<file path="src/rtl/handshake_constant_buffered.sv">
// Elastic constant source: each accepted control token yields one output token
// carrying VALUE, buffered in an occupancy counter so ready/valid are register-derived.
module handshake_constant_buffered #(
    parameter int                    DATA_WIDTH = 32,
    parameter logic [DATA_WIDTH-1:0] VALUE      = '0,
    parameter int                    DEPTH      = 2,
    parameter int                    CNT_WIDTH  = 16,
    localparam int                   OCC_W      = $clog2(DEPTH + 1)
) (
    input  logic                  clk,
    input  logic                  rst,
    input  logic                  ctrl_valid,
    output logic                  ctrl_ready,
    output logic [DATA_WIDTH-1:0] outs,
    output logic                  outs_valid,
    input  logic                  outs_ready,
    output logic [OCC_W-1:0]      occupancy,
    output logic [CNT_WIDTH-1:0]  tokens_issued
);

    if (DEPTH < 1 || DEPTH > 16) begin : g_bad_depth
        $error("handshake_constant_buffered: DEPTH must be in 1..16");
    end

    localparam logic [OCC_W-1:0] FULL = OCC_W'(DEPTH);

    logic [OCC_W-1:0]     r_cnt;
    logic [CNT_WIDTH-1:0] r_tokens;
    logic                 w_in_fire;
    logic                 w_out_fire;

    // Handshake flags come straight from the occupancy register, never from the
    // opposite channel, so the valid/ready chain is cut here.
    assign ctrl_ready = (r_cnt != FULL);
    assign outs_valid = (r_cnt != '0);
    assign outs       = VALUE;

    assign w_in_fire  = ctrl_valid & ctrl_ready;
    assign w_out_fire = outs_valid & outs_ready;

    always_ff @(posedge clk) begin
        if (rst) begin
            r_cnt    <= '0;
            r_tokens <= '0;
        end else begin
            if (w_in_fire && !w_out_fire) begin
                r_cnt <= r_cnt + OCC_W'(1);
            end else if (w_out_fire && !w_in_fire) begin
                r_cnt <= r_cnt - OCC_W'(1);
            end
            if (w_out_fire) begin
                r_tokens <= r_tokens + CNT_WIDTH'(1);
            end
        end
    end

    assign occupancy     = r_cnt;
    assign tokens_issued = r_tokens;

endmodule

</file>
<file path="config.mk">
export PLATFORM = sky130hd
export DESIGN_NAME = handshake_constant_buffered
export DESIGN_NICKNAME = d
export VERILOG_FILES = /design/src/rtl/handshake_constant_buffered.sv
export SDC_FILE = /design/constraint.sdc
export NUM_CORES = 1
export LEC_CHECK = 0
export ABC_AREA = 0
export BUFFER_PORTS_ARGS = -buffer_cell sky130_fd_sc_hd__buf_2
export CELL_PAD_IN_SITES_DETAIL_PLACEMENT = 1
export CELL_PAD_IN_SITES_GLOBAL_PLACEMENT = 2
export CORE_ASPECT_RATIO = 1.25
export CORE_MARGIN = 2
export CORE_UTILIZATION = 25
export DETAILED_ROUTE_END_ITERATION = 7
export HOLD_SLACK_MARGIN = 0.1
export PLACE_DENSITY = 0.88
export REMOVE_ABC_BUFFERS = 1
export SYNTH_ARGS = -nofsm -noshare
export SYNTH_HDL_FRONTEND = slang
export SYNTH_SLANG_ARGS = --single-unit
</file>
<file path="constraint.sdc">
create_clock -name clk -period 4.2 [get_ports clk]
set_input_delay 0 -clock clk [delete_from_list [all_inputs] [get_ports clk]]
set_output_delay 0 -clock clk [all_outputs]
set_load 0.005 [all_outputs]
</file>
==> flow_metrics.env, run 1 <==
export IMPL_syn_inst=129
export IMPL_cp_slowest_cell="dfxtp_1"
export IMPL_p_per_area_nw_per_um2=377
export IMPL_io_buffers=23
export IMPL_synth_simple_gate_area_frac=0.213
export IMPL_ys_ff_latch=18
export IMPL_rsz0062_at_grt="no"
export IMPL_dp_final_hpwl_mm=1.78
export IMPL_cp_start_kind="register"
export IMPL_critical_path_cell_count=5
export IMPL_synth_area_mux_share=0
export IMPL_internal_power_mw=0.300
export IMPL_synthAdderAreaFrac=0.0233
export IMPL_fmax_mhz=579
export IMPL_leakage_nw=0.498
export IMPL_ys_top_cells_by_area="dfxtp_1 (34%), buf_4 (22%), xnor2_1 (5.7%)"
export IMPL_drv_cap=0
export IMPL_avgRoutedWirePerCell_um=11.1
export IMPL_power_frac_comb=0.257
export IMPL_diodes=0
export IMPL_netlist_area_um2=1070
export IMPL_cts_sinks=18
export IMPL_postCtsHoldBufs=0
export IMPL_timing_final_crit_share=0.411
export IMPL_setup_slack_ns=2.47
export IMPL_place_ws_ns=2.47
export IMPL_yosysUniqueCellTypes=27
export IMPL_setup_viol=0
export IMPL_synth_area_leader_cell="dfxtp_1"
export IMPL_min_period_ns=1.73
export IMPL_hold_ws_ns=0.128
export IMPL_holdPathStages=2
export IMPL_synth_xor_area_frac=0.0896
export IMPL_synth_edf_count=0
export IMPL_multiInputGateArea_um2=569
export IMPL_irDropWorstVdd_v=0.000169
export IMPL_finClkSkew_ns=0.00677
export IMPL_cts_buffers_inserted=3
export IMPL_power_total_mw=0.440
export IMPL_slew_viol_final=0
export IMPL_synthToLayoutAreaGrowth_pct=8.50
export IMPL_dr_pass1_iters=4
export IMPL_die_area_um2=4840
export IMPL_clkLatencyLatePin_ns=0.25
export IMPL_clock_path_buffers=2
export IMPL_ff_latch_area_um2=360
export IMPL_cts_root_buf="clkbuf_8"
export IMPL_rows=26
export IMPL_ff2ff_path_depth=5
export IMPL_synthFlopType="dfxtp_1"
export IMPL_ant_nets=0
export IMPL_finalNonFillerCells=207
export IMPL_grt_max_degree=19
export IMPL_hold_viol=0
export IMPL_syn_avg_cell_area_um2=8.33
export IMPL_cp_num_buf_inv=1
export IMPL_grt_overflow_total=0
export IMPL_nFillCells=542
export IMPL_required_ns=4.38
export IMPL_die_x_um=62.6
export IMPL_cts_tree="built"
export IMPL_synth_compound_area_frac=0.0920
export IMPL_start_util=0.262
export IMPL_num_vias=847
export IMPL_synth_top_family_by_area="buffers and inverters"
export IMPL_place_congestion=0.707
export IMPL_post_cts_buffers=0
export IMPL_io_pins=56
export IMPL_clk_pin_slew_ns=0.07
export IMPL_switchingPower_mw=0.139
export IMPL_wl_mm=2.29
export IMPL_coreArea_um2=4100
export IMPL_p_clk_frac=0.271
export IMPL_grt_pass1_wl_mm=3.87
export IMPL_holdCritPathClass="in2reg"
export IMPL_synth_top_area_share=0.335
export IMPL_outcome="complete, no violations"
export IMPL_p_seq_frac=0.472
export IMPL_worstSetupPathType="reg2reg"
export IMPL_cp_end_kind="register"
export IMPL_cp_max_fo=8
export IMPL_seq_area_frac_synth=0.335
export IMPL_vias_per_cell=4.09
export IMPL_ys_warn_count=0
export IMPL_cts_resized=0
export IMPL_antenna_found_initial=0
export IMPL_slowest_delay_ns=0.49
export IMPL_placedCellCount=204
export IMPL_p_sw_frac=0.316
export IMPL_layout_drive_gt1_share=0.205
export IMPL_cts_htree_levels=1
export IMPL_async_flop_share=0
export IMPL_worstPathCellList="o21a_4, inv_4, or3_4, or3_1, a21oi_1"
export IMPL_grt_pass1_vias=822
export IMPL_die_y_um=77.3
export IMPL_drc=0
export IMPL_layout_nets=159
export IMPL_crit_family="simple AND/OR/NAND/NOR gates"
export IMPL_final_setup_tns_ns=0
export IMPL_crit_arrival_ns=1.91
export IMPL_track_usage=0.0989
export IMPL_drt_iter0_drc=30
[sequential cells by signal (all words and copies together), names as in the netlist]
signal	flops
tokens_issued	16
occupancy	2
[synth_stat cells, drive strengths merged (4+ instances only)]
cell	n
dfxtp	18
nand3	5
buf	33
or3	8
xor2	4
nor2	10
o21ai	7
nand2	7
a21oi	8
xnor2	7
[logic make-up (layout without fill, tap and decap cells)]
kind of cell / after synthesis / in the layout
xor gates and xnor gates: 11 / 11
AOI/OAI and AO/OA: 17 / 17
DFF: 18 / 18
and+or+nand+nor: 43 / 43
other: 1 / 32
adders and majority gates: 2 / 2
buffers and inverters: 37 / 28
[layer usage]
| layer | up-vias | routed length, µm | GRT usage |
|---|---|---|---|
| li1 | 413 | - | - |
| met1 | 392 | 956 | 0.119 |
| met2 | 40 | 1130 | 0.171 |
| met3 | 2 | 181 | 0.0279 |
| met4 | 0 | 18 | 0.0267 |
| met5 | - | 0 | 0 |
[layout by cell type, fill, tap and decap left out]
cell type  synthesis  layout
nand2b_1           1       1
or3_1              7       7
xnor2_1            7       7
and4_1             2       2
dfxtp_1           18      18
clkbuf_8           0       3
xor2_1             4       4
a21oi_1            8       8
and2_1             1       1
conb_1             1      32
buf_2              0      23
nand3_1            5       5
nand2_1            7       7
inv_1              1       1
nand4_1            2       2
o21ai_0            7       7
nor3b_1            1       1
o2111ai_1          1       1
nor2_1            10      10
o21a_4             1       1
nor3_1             2       2
ha_1               2       2
inv_4              1       1
nor4_1             2       2
or2_2              2       2
or3_4              1       1
[cell type report]
type                       count  share of cell area
clock buffer                   3              0.0354
inverter                       2             0.00858
multi-input combinational    105               0.488
sequential                    18               0.309
tap                           56              0.0601
timing repair buffer          23              0.0987
[power by group through the flow]
stage | sequential (mW) | combinational, mW | clock, mW
5_1_grt | 0.211 | 0.129 | 0.133
6_report | 0.207 | 0.113 | 0.119
3_3_place_gp | 0.209 | 0.109 | 0
4_1_cts | 0.208 | 0.115 | 0.124
3_5_place_dp | 0.212 | 0.114 | 0
2_1_floorplan | 0.207 | 0.0729 | 0
[worst paths after layout]
kind                                         from                end  slack (ns)
worst min-delay path                          rst   tokens_issued[5]        0.13
worst max-delay path                 occupancy[0]  tokens_issued[11]        2.47
worst max register to register       occupancy[0]  tokens_issued[11]        2.47
worst min register to register  tokens_issued[15]  tokens_issued[15]        0.49
[metrics by stage]
stage,cell area [µm²],utilization
6_report,1170,0.284
4_1_cts,1170,0.284
5_1_grt,1170,0.284
3_3_place_gp,1120,0.274
2_1_floorplan,940,-
3_5_place_dp,1120,0.274
No activity file was read; power rests on OpenSTA's default activity.
==> inputs of run 2 (changes only) <==
--- a/config.mk
+++ b/config.mk
@@ -5,16 +5,16 @@
 export SDC_FILE = /design/constraint.sdc
 export NUM_CORES = 1
 export LEC_CHECK = 0
-export ABC_AREA = 0
+export ABC_AREA = 1
 export BUFFER_PORTS_ARGS = -buffer_cell sky130_fd_sc_hd__buf_2
 export CELL_PAD_IN_SITES_DETAIL_PLACEMENT = 1
 export CELL_PAD_IN_SITES_GLOBAL_PLACEMENT = 2
 export CORE_ASPECT_RATIO = 1.25
 export CORE_MARGIN = 2
-export CORE_UTILIZATION = 25
+export CORE_UTILIZATION = 23
 export DETAILED_ROUTE_END_ITERATION = 7
 export HOLD_SLACK_MARGIN = 0.1
-export PLACE_DENSITY = 0.88
+export PLACE_DENSITY = 0.85
 export REMOVE_ABC_BUFFERS = 1
 export SYNTH_ARGS = -nofsm -noshare
 export SYNTH_HDL_FRONTEND = slang
==> constraint.sdc (replaced) <==
create_clock -name clk -period 1.6 [get_ports clk]
set_input_delay 0 -clock clk [delete_from_list [all_inputs] [get_ports clk]]
set_output_delay 0 -clock clk [all_outputs]
set_load 0.005 [all_outputs]
==> run 2 against run 1 <==
  * Synthesized cell count up 33%
  * Clock power rose to 3.2 times the previous value
  * Register-to-register slack worse by 2.3 ns
  * Critical path type unchanged
  * Largest cell class unchanged
==> flow_metrics.env, run 2 <==
export IMPL_cts_buffers_inserted=3
export IMPL_yosysUniqueCellTypes=20
export IMPL_cp_slowest_cell="dfxtp_1"
export IMPL_die_x_um=67.6
export IMPL_clkLatencyLatePin_ns=0.26
export IMPL_ys_top_cells_by_area="dfxtp_1 (31%), buf_4 (21%), nand2_1 (9.7%)"
export IMPL_die_area_um2=5650
export IMPL_io_pins=56
export IMPL_wl_mm=2.66
export IMPL_cts_htree_levels=1
export IMPL_die_y_um=83.5
export IMPL_largest_reg_flops=16
export IMPL_synthMostInstantiatedCell="buf_4"
export IMPL_netlist_area_um2=1160
export IMPL_vias_per_cell=4.12
export IMPL_ys_warn_count=0
export IMPL_clock_path_buffers=2
export IMPL_synthFlopType="dfxtp_1"
export IMPL_io_buffers=23
export IMPL_synth_area_leader_cell="dfxtp_1"
export IMPL_final_common_cell="conb_1"
export IMPL_p_per_area_nw_per_um2=978
export IMPL_holdPathStages=4
export IMPL_place_congestion=0.776
export IMPL_outcome="complete, no violations"
export IMPL_leakage_nw=0.605
export IMPL_fmax_mhz=706
export IMPL_async_flop_share=0
export IMPL_worstPathCellList="a21boi_0, ha_1, a21oi_1, o21ai_0, o21ai_0, a21oi_1"
export IMPL_ant_nets=0
export IMPL_final_setup_tns_ns=0
export IMPL_slowest_delay_ns=0.44
export IMPL_hold_viol=0
export IMPL_seq_area_frac_synth=0.310
export IMPL_finClkSkew_ns=0.00680
export IMPL_cp_max_fo=5
export IMPL_ff2ff_path_depth=6
export IMPL_dp_final_hpwl_mm=2.10
export IMPL_synth_simple_gate_area_frac=0.269
export IMPL_drt_iter0_drc=19
export IMPL_slew_viol_final=0
export IMPL_track_usage=0.0957
export IMPL_cp_num_buf_inv=0
export IMPL_cp_end_kind="register"
export IMPL_drv_cap=0
export IMPL_synthToLayoutAreaGrowth_pct=12.6
export IMPL_cts_root_buf="clkbuf_8"
export IMPL_crit_family="compound AO/OA/AOI/OAI gates"
export IMPL_cts_sinks=18
export IMPL_synth_compound_area_frac=0.0957
export IMPL_layout_nets=206
export IMPL_timing_final_crit_share=0.885
export IMPL_synth_top_family_by_area="buffers and inverters"
export IMPL_rsz0062_at_grt="no"
export IMPL_dr_pass1_iters=2
export IMPL_antenna_found_initial=0
export IMPL_ys_ff_latch=18
export IMPL_irDropWorstVdd_v=0.000470
export IMPL_rows=28
export IMPL_synth_common_cells="buf_4 (32), nand2_1 (30), nor2_1 (27), inv_1 (19), dfxtp_1 (18)"
export IMPL_grt_pass1_vias=953
export IMPL_synth_top_area_share=0.310
export IMPL_min_period_ns=1.42
export IMPL_synthAdderAreaFrac=0.0215
export IMPL_layout_drive_gt1_share=0.186
export IMPL_diodes=0
export IMPL_nFillCells=632
export IMPL_cts_tree="built"
export IMPL_required_ns=1.75
export IMPL_synth_area_mux_share=0
export IMPL_syn_inst=171
export IMPL_clk_pin_slew_ns=0.08
export IMPL_start_util=0.242
export IMPL_cp_start_kind="register"
export IMPL_crit_arrival_ns=1.57
export IMPL_hold_ws_ns=0.170
export IMPL_syn_avg_cell_area_um2=6.80
export IMPL_critical_path_cell_count=6
export IMPL_grt_max_degree=12
export IMPL_final_cell_mix="conb_1 (32), nand2_1 (30), nor2_1 (27)"
export IMPL_avgRoutedWirePerCell_um=10.3
export IMPL_synth_edf_count=0
export IMPL_synth_xor_area_frac=0.0226
export IMPL_drc=0
export IMPL_holdCritPathClass="in2reg"
export IMPL_worstSetupPathType="reg2reg"
export IMPL_setup_viol=0
export IMPL_grt_overflow_total=0
export IMPL_coreArea_um2=4800
export IMPL_num_vias=1068
export IMPL_grt_pass1_wl_mm=4.24
[run 2: cell types whose count changed in the layout (fill, tap and decap cells not counted), moves of 3 or more]
cell	change
buf_4	+3
nor2_1	+17
nand2_1	+23
inv_1	+18
nand4_1	+3
or3_1	-7
xnor2_1	-7
nand3_1	+3
[run 2: final timing paths]
kind	start	endpoint	slack (ns)
worst min register to register	tokens_issued[9]	tokens_issued[9]	0.50
worst max register to register	occupancy[1]	occupancy[1]	0.18
worst min-delay path	outs_ready	tokens_issued[0]	0.17
worst max-delay path	occupancy[1]	occupancy[1]	0.18
[run 2: per-stage QoR]
| step | cell area [µm²] | total power [mW] | setup slack [ns] | std cells | util |
|---|---|---|---|---|---|
| floorplan | 1030 | 0.741 | 0.175 | 168 | - |
| global placement | 1230 | 0.871 | 0.166 | 252 | 0.256 |
| detailed placement | 1230 | 0.883 | 0.102 | 252 | 0.256 |
| CTS | 1290 | 1.27 | 0.0918 | 257 | 0.270 |
| global route | 1310 | 1.38 | 0.0191 | 259 | 0.273 |
| finish | 1310 | 1.28 | 0.184 | 259 | 0.273 |
[run 2: cell type report]
cell class                 instances  area (µm²)  area share
timing repair buffer              27         148       0.113
clock buffer                       4        55.1      0.0420
tap                               60        75.1      0.0573
multi-input combinational        130         596       0.455
sequential                        18         362       0.276
inverter                          20        75.1      0.0573
[run 2: cells by family (layout without fill, tap and decap cells)]
group / Yosys count / in the layout
buf+inv: 54 / 51
compound gates: 18 / 18
other cells: 1 / 32
fa+ha+maj: 2 / 2
flops: 18 / 18
xor+xnor: 3 / 3
simple gates: 75 / 75
[run 2: report_power, final]
group	internal [mW]	total, mW	switching, mW
Combinational	0.153	0.354	0.201
Sequential	0.491	0.546	0.0543
Clock	0.219	0.381	0.162
Total	0.863	1.28	0.418
[run 2: what timing repair did]
| item | 4_1_cts | 5_1_grt |
|---|---|---|
| hold buffers | 1 | 0 |
| hold endpoints to repair | 7 | 0 |
| resized for setup | 0 | 1 |
| endpoints found under the setup margin | 0 | 1 |
| buffers inserted | 0 | 2 |
[run 2: metal layers]
| layer | global-route usage | wire length (µm) |
|---|---|---|
| met5 | 0 | 0 |
| met4 | 0.0278 | 17 |
| met3 | 0.0243 | 202 |
| met2 | 0.166 | 1290 |
| met1 | 0.112 | 1150 |
[run 2: worst register-to-register path: cells and delay by family (launching register included)]
family                     cells  cell delay [ns]
AOI/OAI and AO/OA              5             0.55
DFF                            1             0.44
adders and majority gates      1             0.31
==> inputs of run 3 (changes only) <==
--- a/config.mk
+++ b/config.mk
@@ -5,13 +5,14 @@
 export SDC_FILE = /design/constraint.sdc
 export NUM_CORES = 1
 export LEC_CHECK = 0
-export ABC_AREA = 1
+export ABC_AREA = 0
 export BUFFER_PORTS_ARGS = -buffer_cell sky130_fd_sc_hd__buf_2
 export CELL_PAD_IN_SITES_DETAIL_PLACEMENT = 1
 export CELL_PAD_IN_SITES_GLOBAL_PLACEMENT = 2
 export CORE_ASPECT_RATIO = 1.25
 export CORE_MARGIN = 2
-export CORE_UTILIZATION = 23
+export CORE_UTILIZATION = 24
+export CTS_BUF_LIST = sky130_fd_sc_hd__clkbuf_8 sky130_fd_sc_hd__clkbuf_16
 export DETAILED_ROUTE_END_ITERATION = 7
 export HOLD_SLACK_MARGIN = 0.1
 export PLACE_DENSITY = 0.85
==> run 3 against run 2 <==
  * Cell area is 0.19% higher
  * Global-route usage is 0.074 points higher
  * Total power is 1.3% higher
  * Worst hold slack worse by 0.052 ns
  * Critical path depth is 1 lower
  * Cell count is 13% lower
  * Clock power is 2% lower
  * Register-to-register slack worse by 0.11 ns
  * Maximum frequency is 6.9% lower
  * First-iteration DRC count is 16% higher
  * Combinational power is 8.2% higher
  * Critical path type unchanged
  * Largest cell class unchanged
==> flow_metrics.env, run 3 (synthesis gave the netlist of run 1 again) <==
export IMPL_start_util=0.247
export IMPL_clkLatencyLatePin_ns=0.25
export IMPL_place_ws_ns=-0.0294
export IMPL_die_y_um=78.8
export IMPL_leakage_nw=0.588
export IMPL_postCtsHoldBufs=0
export IMPL_grt_pass1_vias=880
export IMPL_dr_pass1_iters=4
export IMPL_hold_viol=0
export IMPL_required_ns=1.79
export IMPL_final_common_cell="conb_1"
export IMPL_cts_buffers_inserted=3
export IMPL_setup_viol=0
export IMPL_crit_path_start="occupancy[1]"
export IMPL_layout_nets=175
export IMPL_dp_final_hpwl_mm=1.88
export IMPL_track_usage=0.0964
export IMPL_cts_tree="built"
export IMPL_grt_max_degree=19
export IMPL_coreArea_um2=4360
export IMPL_outcome="complete, no violations"
export IMPL_irDropWorstVdd_v=0.000499
export IMPL_timing_final_crit_share=0.951
export IMPL_min_from="rst"
export IMPL_grt_overflow_total=0
export IMPL_clk_pin_slew_ns=0.07
export IMPL_power_total_mw=1.30
export IMPL_min_period_ns=1.52
export IMPL_drt_iter0_drc=22
export IMPL_wl_mm=2.34
export IMPL_avgRoutedWirePerCell_um=10.3
export IMPL_finClkSkew_ns=0.00479
export IMPL_fmax_mhz=657
export IMPL_cts_htree_levels=1
export IMPL_p_per_area_nw_per_um2=988
export IMPL_setup_slack_ns=0.0789
export IMPL_placed_area_um2=1250
export IMPL_cp_end_kind="register"
export IMPL_hold_ws_ns=0.118
export IMPL_slew_viol_final=0
export IMPL_crit_arrival_ns=1.71
export IMPL_io_pins=56
export IMPL_antenna_found_initial=0
export IMPL_io_buffers=23
export IMPL_final_area_um2=1310
export IMPL_cts_sinks=18
export IMPL_drc=0
export IMPL_cp_start_kind="register"
export IMPL_layout_drive_gt1_share=0.310
export IMPL_clock_path_buffers=2
export IMPL_synthToLayoutAreaGrowth_pct=22.1
export IMPL_cts_root_buf="clkbuf_8"
export IMPL_worstReg2RegStart="occupancy[1]"
export IMPL_final_setup_tns_ns=0
export IMPL_vias_per_cell=4.04
export IMPL_num_vias=912
export IMPL_place_congestion=0.729
export IMPL_worstSetupPathType="reg2reg"
export IMPL_holdCritPathClass="in2reg"
export IMPL_drv_cap=0
export IMPL_diodes=0
export IMPL_rsz0062_at_grt="yes"
export IMPL_ant_nets=0
export IMPL_cp_max_fo=7
export IMPL_rows=27
export IMPL_die_x_um=63.9
export IMPL_largest_reg_flops=16
export IMPL_grt_pass1_wl_mm=4.00
export IMPL_final_cell_mix="conb_1 (32), buf_2 (23), buf_4 (16)"
export IMPL_die_area_um2=5030
[run 3: cell count changes in the layout (fill, tap and decap cells not counted), moves of 3 or more]
cell,before,now
or3_1,0,7
nor2_1,27,10
inv_1,19,1
dfxtp_1,17,14
nand3_1,8,5
nand2_1,30,7
xnor2_1,0,7
buf_4,3,16
nand4_1,5,2
[run 3: power breakdown]
group | internal [mW] | switching, mW | total (mW) | leakage, nW
combinational | 0.203 | 0.180 | 0.383 | 0.412
sequential | 0.494 | 0.0460 | 0.541 | 0.147
clock | 0.219 | 0.155 | 0.374 | 0.0288
[run 3: timing repair]
item | 4_1_cts | 5_1_grt
setup buffers | 0 | 0
endpoints found under the setup margin | 5 | 6
resized for setup | 3 | 3
gates cloned | 0 | 0
pin swaps | 0 | 2
[run 3: worst paths after layout]
check | end | slack, ns | cells after the start
max reg2reg | tokens_issued[15] | 0.08 | 5
min | tokens_issued[4] | 0.12 | 2
min reg2reg | tokens_issued[15] | 0.49 | 2
max | tokens_issued[15] | 0.08 | 5
[run 3: area by class of cell]
type                            count  area [µm²]
Sequential cell                    18         368
Tap cell                           58        72.6
Inverter                            2        10.0
Multi-Input combinational cell    105         572
Timing Repair Buffer               39         235
Clock buffer                        4        55.1
Fill cell                         546        3050
[run 3: worst max-delay path, cell delays in order, from the launching register on]
cell     delay [ns]
dfxtp_4        0.38
o21a_4         0.15
inv_4          0.04
or3_4          0.40
or3_1          0.35
a21oi_1        0.13
[run 3: metrics by stage]
step	utilization	instances
global route	0.301	226
CTS	0.300	226
detailed placement	0.286	222
floorplan	-	125
global placement	0.286	222
finish	0.301	226
[run 3: routing by layer]
metal	wire, µm	track usage
met1	1000	0.124
met2	1110	0.164
met3	190	0.0184
met4	29	0.0261
met5	0	0
